`config.mk`:
```
export PLATFORM = sky130hd
export DESIGN_NAME = sd_crc_engine
export DESIGN_NICKNAME = d
export VERILOG_FILES = /design/src/rtl/sd_crc_pkg.sv /design/src/rtl/sd_crc_step.sv /design/src/rtl/sd_crc_engine.sv
export SDC_FILE = /design/constraint.sdc
export NUM_CORES = 1
export LEC_CHECK = 0
export BUFFER_PORTS_ARGS = -buffer_cell sky130_fd_sc_hd__buf_2
export CAP_MARGIN = 40
export CORE_MARGIN = 2
export CORE_UTILIZATION = 53
export CTS_BUF_LIST = sky130_fd_sc_hd__clkbuf_16
export CTS_CLUSTER_DIAMETER = 40
export CTS_CLUSTER_SIZE = 10
export DETAILED_ROUTE_END_ITERATION = 6
export PLACE_DENSITY = 0.81
export SYNTH_ARGS = -nofsm -noshare
export SYNTH_HDL_FRONTEND = slang
export SYNTH_SLANG_ARGS = --single-unit
```
`constraint.sdc`:
```
create_clock -name clk_i -period 1.9 [get_ports clk_i]
set_input_delay 0.19 -clock clk_i [delete_from_list [all_inputs] [get_ports clk_i]]
set_output_delay 0.19 -clock clk_i [all_outputs]
set_load 0.05 [all_outputs]
```
`src/rtl/sd_crc_pkg.sv`:
```
// Shared constants and types for the SD CRC engines (CMD CRC7, DAT CRC16-CCITT).
package sd_crc_pkg;

  localparam logic [6:0]  CRC7_POLY  = 7'h09;
  localparam logic [15:0] CRC16_POLY = 16'h1021;
  localparam int unsigned SD_CMD_LEN = 40;
  localparam int unsigned SD_BLK_LEN = 4096;

  typedef enum logic [0:0] {
    ST_IDLE = 1'b0,
    ST_COMP = 1'b1
  } crc_state_e;

endpackage

```
`src/rtl/sd_crc_step.sv`:
```
// Combinational BPC-bit unrolled LFSR update; d_in[BPC-1] is the first bit on the wire.
module sd_crc_step #(
  parameter int unsigned           CRC_W = 7,
  parameter logic [CRC_W-1:0]      POLY  = 7'h09,
  parameter int unsigned           BPC   = 1
) (
  input  logic [CRC_W-1:0] crc_in,
  input  logic [BPC-1:0]   d_in,
  output logic [CRC_W-1:0] crc_out
);

  logic [CRC_W-1:0] crc_v;
  logic             fb_v;

  // Serial CRC recurrence applied BPC times, MSB first
  always_comb begin
    crc_v = crc_in;
    fb_v  = 1'b0;
    for (int i = int'(BPC) - 1; i >= 0; i--) begin
      fb_v  = d_in[i] ^ crc_v[CRC_W-1];
      crc_v = {crc_v[CRC_W-2:0], 1'b0} ^ ({CRC_W{fb_v}} & POLY);
    end
    crc_out = crc_v;
  end

endmodule

```
`src/rtl/sd_crc_engine.sv`:
```
// Multi-bit-per-cycle CRC generator/checker: shifts a latched message through
// sd_crc_step over DATA_W/BPC clocks and optionally compares against a received CRC.
module sd_crc_engine
  import sd_crc_pkg::*;
#(
  parameter int unsigned      CRC_W  = 7,
  parameter logic [CRC_W-1:0] POLY   = CRC7_POLY,
  parameter logic [CRC_W-1:0] INIT   = '0,
  parameter int unsigned      DATA_W = SD_CMD_LEN,
  parameter int unsigned      BPC    = 1
) (
  input  logic              clk_i,
  input  logic              rst_i,
  input  logic              start_i,
  input  logic              abort_i,
  input  logic [DATA_W-1:0] data_i,
  input  logic              chk_i,
  input  logic [CRC_W-1:0]  crc_chk_i,
  output logic              busy_o,
  output logic [CRC_W-1:0]  crc_o,
  output logic              crc_valid_o,
  output logic              crc_err_o
);

  localparam int unsigned      N     = DATA_W / BPC;
  localparam int unsigned      CNT_W = (N + 1 > 2) ? $clog2(N + 1) : 1;
  localparam logic [CNT_W-1:0] LAST  = CNT_W'(N - 1);

  if (((DATA_W % BPC) != 0) || (CRC_W < 2)) begin : g_bad_cfg
    $fatal(1, "sd_crc_engine: DATA_W must be a multiple of BPC and CRC_W >= 2");
  end

  crc_state_e        state_q, state_d;
  logic [DATA_W-1:0] sh_q, sh_d;
  logic [CRC_W-1:0]  crc_q, crc_d;
  logic [CRC_W-1:0]  crc_chk_q, crc_chk_d;
  logic [CNT_W-1:0]  cnt_q, cnt_d;
  logic              chk_q, chk_d;
  logic              valid_q, valid_d;
  logic              err_q, err_d;
  logic [CRC_W-1:0]  crc_next;

  sd_crc_step #(
    .CRC_W (CRC_W),
    .POLY  (POLY),
    .BPC   (BPC)
  ) u_step (
    .crc_in  (crc_q),
    .d_in    (sh_q[DATA_W-1 -: BPC]),
    .crc_out (crc_next)
  );

  // Next-state, datapath and completion pulse; abort beats completion on the last step
  always_comb begin
    state_d   = state_q;
    sh_d      = sh_q;
    crc_d     = crc_q;
    crc_chk_d = crc_chk_q;
    cnt_d     = cnt_q;
    chk_d     = chk_q;
    valid_d   = 1'b0;
    err_d     = 1'b0;
    case (state_q)
      ST_IDLE: begin
        if (start_i) begin
          sh_d      = data_i;
          chk_d     = chk_i;
          crc_chk_d = crc_chk_i;
          crc_d     = INIT;
          cnt_d     = '0;
          state_d   = ST_COMP;
        end else begin
          state_d   = ST_IDLE;
        end
      end
      ST_COMP: begin
        if (abort_i) begin
          crc_d   = INIT;
          cnt_d   = '0;
          state_d = ST_IDLE;
        end else begin
          crc_d = crc_next;
          sh_d  = sh_q << BPC;
          if (cnt_q == LAST) begin
            cnt_d   = '0;
            state_d = ST_IDLE;
            valid_d = 1'b1;
            err_d   = chk_q & (crc_next != crc_chk_q);
          end else begin
            cnt_d   = cnt_q + CNT_W'(1);
          end
        end
      end
      default: begin
        state_d = ST_IDLE;
      end
    endcase
  end

  // State and datapath registers
  always_ff @(posedge clk_i) begin
    if (rst_i) begin
      state_q   <= ST_IDLE;
      sh_q      <= '0;
      crc_q     <= '0;
      crc_chk_q <= '0;
      cnt_q     <= '0;
      chk_q     <= 1'b0;
      valid_q   <= 1'b0;
      err_q     <= 1'b0;
    end else begin
      state_q   <= state_d;
      sh_q      <= sh_d;
      crc_q     <= crc_d;
      crc_chk_q <= crc_chk_d;
      cnt_q     <= cnt_d;
      chk_q     <= chk_d;
      valid_q   <= valid_d;
      err_q     <= err_d;
    end
  end

  assign busy_o      = (state_q == ST_COMP);
  assign crc_o       = crc_q;
  assign crc_valid_o = valid_q;
  assign crc_err_o   = err_q;

endmodule

```
==> out/qor.csv <==
stage,metric,value,unit
route,Via density,5.32,
run_status,status,"finished, final reports clean",
synth,Yosys top cell by area,dfxtp_1,
synth,sequential fraction of the synthesis area,47.7,%
synth,dominant synthesized flop cell,dfxtp_1,
die,io pins,62,
layout,area delta synth->final,22.4,%
placed_design,routability cong.,0.789,
timing,max-slew violations,0,
route,drt drc,0,
setup_path,R2R cell count,4,
synth,Mapped Avg Cell Area,9.40,µm²
layout,number of fill cells in the layout,409,
synth,cell area after synthesis,0.00269,mm²
timing,Final Cycle Share,78.6,%
global_route,Overflow after GRT,0,
job,max_cap viols,0,
die,Die Width,75.2,µm
die,Initial Utilization,55.8,%
clock_network,worst-case clock buffer depth,2,
synth,synth unique cells,29,
timing,Fin Clk Skew,0.00310,ns
pwr,VDD IR max,0.600,mV
placed_design,DP Cell Count,398,
synth,Post-synth EDFFs,0,
setup_path,critical path class,reg -> reg,
placed_design,number of port buffers,61,
timing,Worst slew margin,53.7,%
route,DR vias,2193,
global_route,antenna violations before repair,0,
route,Post-Route WL,5560,µm
global_route,number of global-route vias before repair,2043,
clock_network,clock latency on the worst-skew pair,0.32,ns
clock_network,post-cts hold buffer count,0,
setup_path,Setup crit start kind,register,
clock_network,post-cts resize count,0,
global_route,global-route wire length before repair,9260,µm
synth,Synth top area share,47.7,%
timing,minimum clock period,1.49,ns
clock_network,clock-pin slew on the worst setup and hold paths,0.05,ns
setup_path,critical path data required time,2.16,ns
timing,final setup vio count,0,
synth,Synth async-reset ratio,0,%
layout,Final Non-Filler Cells,412,
layout,nets@finish,395,
clock_network,# Post-CTS Setup Buffers,0,
synth,yosys warns,0,
timing,setup repair after global routing missed its margin,false,
timing,fmax,670,MHz
setup_path,CP arrival,1.75,ns
timing,Tightest Pin Transition,0.689,ns
setup_path,Crit Path Max Fanout,23,
layout,# diodes,0,
placed_design,detailed placement HPWL,3740,µm
die,Core ar.,0.00482,mm²
clock_network,CTS tree,done,
pwr,Tot Pwr,3.29,mW
synth,"flops & latches, synth",64,
clock_network,cts bufs inserted,9,
worst_hold_path,Min-Delay Path Class,in -> reg,
pwr,Pwr Density,1000,mW/mm²
synth,Synth Instances,286,
clock_network,root buf cell,clkbuf_16,
route,Post-DRT Antenna Nets,0,
worst_hold_path,Worst Hold Depth,3,
route,router iterations before antenna repair,4,
pwr,leakage power,1.40,nW
clock_network,CTS sink cnt,64,
global_route,Total GRT Usage,22.0,%
setup_path,Critical Path Sink Type,register,
timing,Setup TNS,0,ns
global_route,largest net degree at the start of global routing,79,
synth,top post-synthesis cells by area,"dfxtp_1, mux2i_1, a211oi_1",
die,Die Y,75.2,µm
synth,syn_nets,339,
route,detail-routed net length per standard cell,13.5,µm
route,initial DRC count,114,
clock_network,htree depth,3,
die,# rows,25,
layout,fraction of layout instances using a drive strength above 1,22.9,%
timing,Hold Fails Final Rpt,0,
die,full die area,0.00566,mm²
## final timing paths
| check | start | endpoint | slack (ns) |
|---|---|---|---|
| hold / removal | crc_chk_i[4] | crc_chk_q[4]$_SDFFE_PP0P_ | 0.10 |
| hold reg to reg | chk_q$_SDFFE_PP0P_ | chk_q$_SDFFE_PP0P_ | 0.45 |
| setup reg to reg | busy_o$_SDFF_PP0_ | crc_chk_q[2]$_SDFFE_PP0P_ | 0.41 |
| setup / recovery | busy_o$_SDFF_PP0_ | crc_chk_q[2]$_SDFFE_PP0P_ | 0.41 |
## kinds of logic (layout without fill, tap and decap cells)
| family | Yosys count | count (layout) | share of synthesized area [%] |
|---|---|---|---|
| xor+xnor | 9 | 9 | 2.93 |
| buf+inv | 23 | 82 | 3.72 |
| fa+ha+maj | 1 | 1 | 0.465 |
| simple gates | 84 | 84 | 13.1 |
| compound gates | 66 | 66 | 17.6 |
| flops | 64 | 64 | 47.7 |
| mux | 39 | 39 | 14.5 |
## where the power goes
part / internal [mW] / switching (mW) / leakage, nW
clock network: 0.840 / 0.517 / 0.126
logic: 0.194 / 0.233 / 0.750
registers: 1.45 / 0.0604 / 0.527
total: 2.49 / 0.810 / 1.40
## state kept, by name, summed over array words and instances, names as in the netlist
| signal | count |
|---|---|
| crc_o | 7 |
| cnt_q | 6 |
| chk_q | 1 |
| sh_q | 40 |
| crc_err_o | 1 |
| crc_valid_o | 1 |
| crc_chk_q | 7 |
| busy_o | 1 |
## synth_stat cells (3+ instances only)
library cell,number
xor2_1,7
a21oi_1,9
a22o_1,7
mux2i_1,39
buf_2,8
buf_1,4
o21ai_1,3
a211oi_1,39
nor3_1,3
nand3_1,4
nand2_1,24
clkbuf_1,10
dfxtp_1,64
nor2_1,45
## critical path, stage by stage (launching register included)
cell	delay, ns
dfxtp_2	0.35
buf_4	0.26
nor2b_1	0.54
nand2_1	0.13
a21oi_1	0.13
## cells in the final DEF, fill, tap and decap left out, types with 2 or more instances in the layout
| cell type | count |
|---|---|
| a22o_1 | 7 |
| xor2_1 | 7 |
| buf_4 | 6 |
| o21ai_0 | 2 |
| clkbuf_16 | 9 |
| a21oi_1 | 9 |
| nor3_1 | 3 |
| inv_1 | 2 |
| nor2_1 | 45 |
| buf_2 | 61 |
| nand3_1 | 4 |
| nand2b_1 | 2 |
| o21ai_1 | 3 |
| clkinv_1 | 3 |
| and3_1 | 2 |
| a211oi_1 | 39 |
| mux2i_1 | 39 |
| nand2_1 | 23 |
| dfxtp_1 | 63 |
| o2111ai_1 | 2 |
| xnor2_1 | 2 |
## per-stage QoR
stage | cell area (µm²) | setup WS [ns] | hold WS, ns | utilization, %
6_report | 3290 | 0.406 | 0.102 | 68.3
5_1_grt | 3290 | 0.219 | 0.113 | 68.3
3_3_place_gp | 3040 | 0.270 | 0.432 | 63.1
4_1_cts | 3290 | 0.370 | 0.0933 | 68.3
3_5_place_dp | 3050 | 0.423 | 0.438 | 63.2
2_1_floorplan | 2690 | 0.0349 | 0.326 | -
## final cells by class
| type | instances | area (µm²) | area share, % |
|---|---|---|---|
| Timing Repair Buffer | 68 | 370 | 11.3 |
| Tap cell | 67 | 83.8 | 2.55 |
| Sequential cell | 64 | 1280 | 39.0 |
| Multi-Input combinational cell | 199 | 1310 | 39.8 |
| Clock buffer | 9 | 225 | 6.85 |
| Clock inverter | 5 | 18.8 | 0.571 |
## routing by layer
metal	GRT usage, %	up-vias	wire [µm]
li1	-	1142	-
met1	28.6	991	2620
met2	33.6	52	2560
met3	5.35	8	251
met4	12.3	0	126
met5	0	-	0
Power figures use the tool's default switching activity.
